`src/rtl/mskkey_bank_rfrsh.sv`:
```
// NKEYS-slot store of d-share Boolean key sharings, loaded word by word, with sharing refresh.
// Optional macro MSKKEY_AUTO_RFRSH_EN: a freshly loaded slot is refreshed before it is marked valid.
module mskkey_bank_rfrsh #(
    parameter int unsigned d         = 2,
    parameter int unsigned Nbits     = 128,
    parameter int unsigned FEED_SIZE = 32,
    parameter int unsigned NKEYS     = 4,
    parameter int unsigned SEL_W     = (NKEYS > 1) ? $clog2(NKEYS) : 1
) (
    input  logic                     clk,
    input  logic                     pre_rst_n,
    input  logic [FEED_SIZE-1:0]     data_in,
    input  logic                     data_in_valid,
    output logic                     data_in_ready,
    input  logic                     load_start,
    input  logic [SEL_W-1:0]         load_sel,
    input  logic [SEL_W-1:0]         key_sel,
    input  logic                     refresh_req,
    input  logic [(d-1)*Nbits-1:0]   rnd,
    input  logic                     rnd_valid,
    output logic                     rnd_ready,
    output logic [d*Nbits-1:0]       sharing_key_out,
    output logic                     key_out_valid,
    output logic [NKEYS-1:0]         key_valid,
    output logic                     busy
);

    localparam int unsigned KW     = d * Nbits;
    localparam int unsigned NWORDS = KW / FEED_SIZE;
    localparam int unsigned CNT_W  = (NWORDS > 1) ? $clog2(NWORDS) : 1;

`ifdef MSKKEY_AUTO_RFRSH_EN
    localparam bit AutoRfrsh = 1'b1;
`else
    localparam bit AutoRfrsh = 1'b0;
`endif

    typedef enum logic [1:0] {StIdle, StLoad, StRfrsh} state_e;

    state_e             state_q, state_d;
    logic [KW-1:0]      slot_q [NKEYS];
    logic [NKEYS-1:0]   valid_q;
    logic [CNT_W-1:0]   cnt_q;
    logic [SEL_W-1:0]   tgt_q;

    logic               sel_valid;
    logic [KW-1:0]      rnd_mask;
    logic               load_go, rfrsh_go, wr_word, rfrsh_done, last_word;

    // Share 0 absorbs the XOR of all masks so the unmasked key is preserved.
    always_comb begin
        rnd_mask = '0;
        for (int j = 1; j < int'(d); j++) begin
            rnd_mask[j*Nbits +: Nbits] = rnd[(j-1)*Nbits +: Nbits];
            rnd_mask[Nbits-1:0]        = rnd_mask[Nbits-1:0] ^ rnd[(j-1)*Nbits +: Nbits];
        end
    end

    // Out-of-range selects match no slot and therefore read as zero / invalid.
    always_comb begin
        sharing_key_out = '0;
        sel_valid       = 1'b0;
        for (int i = 0; i < int'(NKEYS); i++) begin
            if (key_sel == SEL_W'(i)) begin
                sharing_key_out = slot_q[i];
                sel_valid       = valid_q[i];
            end
        end
    end

    assign last_word     = (cnt_q == CNT_W'(NWORDS - 1));
    assign data_in_ready = (state_q == StLoad);
    assign rnd_ready     = (state_q == StRfrsh);
    assign busy          = (state_q != StIdle);
    assign key_valid     = valid_q;
    assign key_out_valid = sel_valid & ~(busy & (tgt_q == key_sel));

    always_comb begin
        state_d    = state_q;
        load_go    = 1'b0;
        rfrsh_go   = 1'b0;
        wr_word    = 1'b0;
        rfrsh_done = 1'b0;
        unique case (state_q)
            StIdle: begin
                if (load_start) begin
                    load_go = 1'b1;
                    state_d = StLoad;
                end else if (refresh_req && sel_valid) begin
                    rfrsh_go = 1'b1;
                    state_d  = StRfrsh;
                end
            end
            StLoad: begin
                if (data_in_valid) begin
                    wr_word = 1'b1;
                    if (last_word) begin
                        state_d = AutoRfrsh ? StRfrsh : StIdle;
                    end
                end
            end
            StRfrsh: begin
                if (rnd_valid) begin
                    rfrsh_done = 1'b1;
                    state_d    = StIdle;
                end
            end
            default: state_d = StIdle;
        endcase
    end

    always_ff @(posedge clk or negedge pre_rst_n) begin
        if (!pre_rst_n) begin
            state_q <= StIdle;
            cnt_q   <= '0;
            tgt_q   <= '0;
            valid_q <= '0;
            for (int i = 0; i < int'(NKEYS); i++) begin
                slot_q[i] <= '0;
            end
        end else begin
            state_q <= state_d;
            if (load_go) begin
                tgt_q <= load_sel;
                cnt_q <= '0;
            end
            if (rfrsh_go) begin
                tgt_q <= key_sel;
            end
            if (wr_word) begin
                cnt_q <= last_word ? '0 : cnt_q + 1'b1;
            end
            for (int i = 0; i < int'(NKEYS); i++) begin
                if (load_go && (load_sel == SEL_W'(i))) begin
                    valid_q[i] <= 1'b0;
                end
                if (tgt_q == SEL_W'(i)) begin
                    if (wr_word) begin
                        slot_q[i][cnt_q*FEED_SIZE +: FEED_SIZE] <= data_in;
                        if (last_word && !AutoRfrsh) begin
                            valid_q[i] <= 1'b1;
                        end
                    end
                    if (rfrsh_done) begin
                        slot_q[i] <= slot_q[i] ^ rnd_mask;
                        if (AutoRfrsh) begin
                            valid_q[i] <= 1'b1;
                        end
                    end
                end
            end
        end
    end

endmodule

```
`config.mk`:
```
export PLATFORM = sky130hd
export DESIGN_NAME = mskkey_bank_rfrsh
export DESIGN_NICKNAME = d
export VERILOG_FILES = /design/src/rtl/mskkey_bank_rfrsh.sv
export SDC_FILE = /design/constraint.sdc
export NUM_CORES = 2
export LEC_CHECK = 0
export BUFFER_PORTS_ARGS = -buffer_cell sky130_fd_sc_hd__buf_2
export CAP_MARGIN = 15
export CORE_UTILIZATION = 62
export CTS_CLUSTER_SIZE = 20
export DETAILED_ROUTE_END_ITERATION = 7
export GPL_ROUTABILITY_DRIVEN = 0
export PLACE_DENSITY = 0.81
export SYNTH_ARGS = -nofsm -noshare
export SYNTH_HDL_FRONTEND = slang
export SYNTH_SLANG_ARGS = --single-unit
```
`constraint.sdc`:
```
create_clock -name clk -period 4 [get_ports clk]
set_input_delay 0.8 -clock clk [delete_from_list [all_inputs] [get_ports clk]]
set_output_delay 0.8 -clock clk [all_outputs]
set_load 0.005 [all_outputs]
```
* Word-level counts from Yosys, hierarchy flattened *
Index checks and enable logic that the tools add are counted.

storage, ports and cells
  flip-flop bits (word level) = 1035
  logic and storage cells = 110

operators by class
  equality and inequality tests = 17
  muxes and demuxes = 56
  bitwise gates (word level) = 7
  reduce and logical (&&, ||, !) cells = 18
  shift-type cells = 2
  add/subtract/negate cells = 2

operators by type and width
  kind                                                     number
  2-to-1 mux 256 bit                                       12
  bitwise mux 256 bit                                      4
  bitwise XOR 256 bit                                      4
  variable shift 32 x 34 -> 256 bit, first input constant  1
  indexed part select 32 x 34 -> 256 bit                   1
  negator 8 -> 34 bit                                      1
  2-to-1 mux 1 bit                                         29
  == test 2 bit, second input constant                     7
  2-to-1 mux 2 bit                                         7
  2-to-1 mux 3 bit                                         3
  == test 2 x 1 -> 1 bit, second input constant            4
  zero test 2 bit                                          4
  AND reduction 2 bit                                      4
  nonzero test 2 bit                                       4
  case mux 2 bit (3 select lines)                          1
  logical AND 1 bit                                        5
  inequality test 2 bit, second input constant             2
  AND reduction 4 bit                                      1
  adder 3 x 1 -> 3 bit, second input constant              1
  == test 3 bit, second input constant                     1
  inequality test 3 bit, second input constant             1
  bitwise AND 1 bit                                        2
  == test 2 bit                                            1
  inequality test 2 x 1 -> 1 bit, second input constant    1
  inverter 1 bit                                           1

* Logic depth before layout (Yosys ltp) *
  word-level depth = 10
  mapped depth = 15

* Least setup slack after synthesis *
Ideal clock, no wire load.

  path type = register to register
  start = register cnt_q[0]
  end = register slot_q[781] (netlist bit)
  setup time = 0.104 ns
  path buffers = 7
  setup slack = 0.343 ns
  stages on the path, launching flop included = 15
  data arrival time = 3.554 ns
  cells stage by stage = dfrtp_1 buf_2 clkbuf_1 buf_2 buf_1 inv_1 ha_1 ha_1 buf_2 nor4b_1 and4_1 buf_2 buf_2 nand2_1 a221oi_1

between the ends
  word-level cells in the longest chain between the ends = 5
  elaborated cells between the ends (all ways) = 6
  those cells by class = add/sub: 1; shift: 2; mux: 3

ends and longest elaborated chain
  element                                                                                             RTL line  RTL
  from (decl)                                                                                         43        logic [CNT_W-1:0] cnt_q;
  from (signal assigned)                                                                              131       cnt_q <= last_word ? '0 : cnt_q + 1'b1;
  negator 8 -> 34 bit (*)                                                                             139       slot_q[i][cnt_q*FEED_SIZE +: FEED_SIZE] <= data_in;
  indexed part select 32 x 34 -> 256 bit / variable shift 32 x 34 -> 256 bit (equally long branches)  139
  bitwise mux 256 bit (*)                                                                             139
  2-to-1 mux 256 bit (*)                                                                              138       if (wr_word) begin
  2-to-1 mux 256 bit (*)                                                                              144       if (rfrsh_done) begin
  to (signal, indexed assignment)                                                                     139
  to (signal, indexed assignment)                                                                     145       slot_q[i] <= slot_q[i] ^ rnd_mask;
  to (decl)                                                                                           41        logic [KW-1:0] slot_q [NKEYS];

Every way passes the cells marked *; elsewhere a longest branch is shown, timed or not. The select of a mux whose other input is x is not followed.
A chain may end at the register's enable or synchronous reset.

* Worst setup path after layout *
  start = register cnt_q[0]
  end = register slot_q[162] (netlist bit)

The elaborated chain is that of the path after synthesis.

==> run metrics <==
status=finished, final reports clean; routed length on met2=107000 um; Final min period=3710 ps; sequential share of the synthesized area=40.6%; Ys Warns=0; filler cell count=7454; largest stage delay on the critical path=620 ps; Critical Path End Type=flip-flop; post-synthesis instance total=6426; largest net degree at the start of global routing=163; peak supply drop=0.596 mV; WHS Path Cells=2; io pins=434; clk_skew=19.7 ps; Initial Util=62.6%; crit path cell chain=inv_1 > ha_2 > buf_4 > buf_6 > nand4b_1 > nor3_4 > buf_12 > a2bb2oi_1 > o21ai_0; DRT Pass-1 Iters=7; R2R cell count=9; Slew @ Worst Pin=1090 ps; Post-synth top flop=dfrtp_1; CP bufs+invs=4; Die Footprint=104000 um2; Num CTS Buffers=114; CTS sink cnt=1035; syn_nets=6604; critical path fanouts, max=124; Area growth syn-to-layout=11.9%; Avg WL per Cell=31.8 um; flip-flop and latch count after synthesis=1035; Netlist cell types=77; Final Hold Vio Count=0; # port buffers=433; Worst-Skew Late Latency=740 ps; GRT overflow=0; Core Rows=117; CP delay by family, top=buffers and inverters; power density cells=530 nW/um2; initial DRC count=10368; via count=64345; Clock Root Buffer=clkbuf_16; CP Class=reg -> reg; highest routed layer=met5; cell area after synthesis=63700 um2; CTS tree=yes; ys async rst share=100%; Met1 Wirelength=84900 um; core area=102000 um2; RSZ-0062 raised after global routing=no; Slew Limit Fails=0; Total GRT Usage=47.2%; final setup vio count=0; Tot Pwr=37.8 mW; die width=323 um; Post-synth EDFFs=0; Startpoint Class=flip-flop; slowest cell on the critical path=dfrtp_4; Clock H-tree levels=3; Worst slew margin=27.1%; most common cell after layout, fill and taps aside=dfrtp_1; Max-cap violations=0; post-route ant nets=0; cell depth of the worst setup path=9; most frequent cells in the layout=dfrtp_1, o21ai_0, a2bb2oi_1; Clock Path Buffers=3; metal3 WL=39100 um; worst min path class=in -> reg; detailed-route DRC error count=0; vias in the first global route=62214; Final period util=92.6%; global-route wire length before repair=377000 um; post-detail-place hpwl=145000 um; share of cells above drive strength 1=21.1%; Post CTS Setup Buffer Count=0; total wire length=252000 um; worst path required time=4640 ps; DR vias/cell=8.13; fmax=270 MHz; clock-pin slew on the worst setup and hold paths=60 ps; sum of negative setup slack=0 ps; Die H=323 um; fin nets=6605; CP arrival=4350 ps; total leakage power=30.3 nW; Syn Area/Cell=9.92 um2; initial antenna violation count=48
==> cells in the mapped netlist, types with 4 or more instances <==
cell type | count | area share, %
dfrtp_1 | 1035 | 41
o21ai_0 | 881 | 6.9
clkbuf_1 | 497 | 2.9
a2bb2oi_1 | 492 | 6.8
a21oi_1 | 428 | 3.4
a211oi_1 | 340 | 4.0
and3_1 | 317 | 3.1
mux4_2 | 257 | 9.1
o22ai_1 | 253 | 2.5
a31oi_1 | 216 | 2.1
nand2_1 | 187 | 1.1
o21ai_1 | 171 | 1.3
buf_2 | 158 | 1.2
nor2_1 | 130 | 0.77
nand3_1 | 103 | 0.81
a311oi_1 | 97 | 1.3
or2_2 | 89 | 0.87
inv_1 | 88 | 0.52
a221oi_1 | 62 | 0.85
a41oi_1 | 62 | 0.85
and4b_1 | 62 | 0.97
nor4_2 | 62 | 1.2
o41ai_2 | 58 | 1.5
buf_1 | 57 | 0.34
nor3_1 | 52 | 0.41
nand4_1 | 44 | 0.43
nand4b_1 | 35 | 0.48
o41ai_4 | 28 | 1.2
o32ai_1 | 14 | 0.19
o31ai_1 | 13 | 0.15
buf_4 | 11 | 0.13
buf_6 | 10 | 0.18
a32o_1 | 9 | 0.14
and2_1 | 8 | 0.079
ha_1 | 8 | 0.16
nand2b_1 | 6 | 0.059
o221ai_1 | 6 | 0.082
o311ai_1 | 6 | 0.082
nor2b_1 | 5 | 0.049
o2111ai_2 | 5 | 0.12
o2111ai_1 | 4 | 0.055
o22a_1 | 4 | 0.055
or3_1 | 4 | 0.039
==> layout make-up <==
| cell class | instances | area [um2] | area share [%] |
|---|---|---|---|
| sequential | 1035 | 25900 | 36.3 |
| tap | 1368 | 1710 | 2.40 |
| clock buffer | 161 | 3390 | 4.76 |
| antenna | 21 | 52.6 | 0.0737 |
| clock inverter | 54 | 691 | 0.969 |
| inverter | 88 | 330 | 0.463 |
| multi-input combinational | 4566 | 34700 | 48.7 |
| timing repair buffer | 622 | 4490 | 6.29 |
==> where the power goes <==
part | switching, mW | internal, mW
clock | 4.77 | 6.81
combinational | 9.40 | 3.99
sequential | 1.19 | 11.6
==> worst paths after layout <==
check | startpoint | to | slack, ps
setup reg to reg | cnt_q[0]$_DFFE_PN0P_ | slot_q[162]$_DFFE_PN0P_ | 290
min in group asynchronous | pre_rst_n | slot_q[133]$_DFFE_PN0P_ | 570
setup / recovery | cnt_q[0]$_DFFE_PN0P_ | slot_q[162]$_DFFE_PN0P_ | 290
hold reg to reg | slot_q[831]$_DFFE_PN0P_ | slot_q[831]$_DFFE_PN0P_ | 490
max in group asynchronous | pre_rst_n | slot_q[889]$_DFFE_PN0P_ | 2140
hold / removal | data_in_valid | state_q[0]$_DFFE_PN0P_ | 350
==> sequential cells by signal, summed over array words and instances, names as in the netlist <==
signal / cells
tgt_q: 2
state_q: 2
cnt_q: 3
key_valid: 4
slot_q: 1024
==> through the flow <==
step                utilization [%]  area [um2]  hold slack [ps]  instances  worst slack [ps]
floorplan                         -       63700              443       6426               343
finish                         70.0       71300              350       7915               295
global placement               65.9       67100              466       7678               588
global route                   69.9       71300              366       7904               147
detailed placement             65.9       67100              473       7678               402
CTS                            69.9       71200              332       7894               379
==> metal layers <==
metal / vias to the layer above / track usage, %
met5: - / 0
met4: 52 / 33.6
met3: 1354 / 18.4
met2: 5847 / 67.3
met1: 31339 / 58.5
li1: 25753 / -
==> logic make-up (layout without fill, tap and decap cells) <==
logic type	Yosys count	in the layout	share of synthesized area [%]
other	0	21	0
adder cells (fa/ha/maj)	8	8	0.157
flip-flops	1035	1035	40.6
AO/OA/AOI/OAI	3172	3172	33.9
AND/OR/NAND/NOR	1126	1126	10.7
XOR/XNOR	2	2	0.0275
multiplexers	258	258	9.10
buffers and inverters	825	925	5.42
==> timing repair <==
action | 4_1_cts | 5_1_grt
hold buffers | 1 | 0
setup endpoints to repair | 0 | 1
resized for setup | 0 | 1
hold endpoints to repair | 21 | 0
==> worst reg2reg max path, cell delays in order (launching register included) <==
cell and delay [ps]:
dfrtp_4 620, inv_1 130, ha_2 350, buf_4 330, buf_6 460, nand4b_1 410
nor3_4 280, buf_12 390, a2bb2oi_1 410, o21ai_0 230
Power figures use the tool's default switching activity.
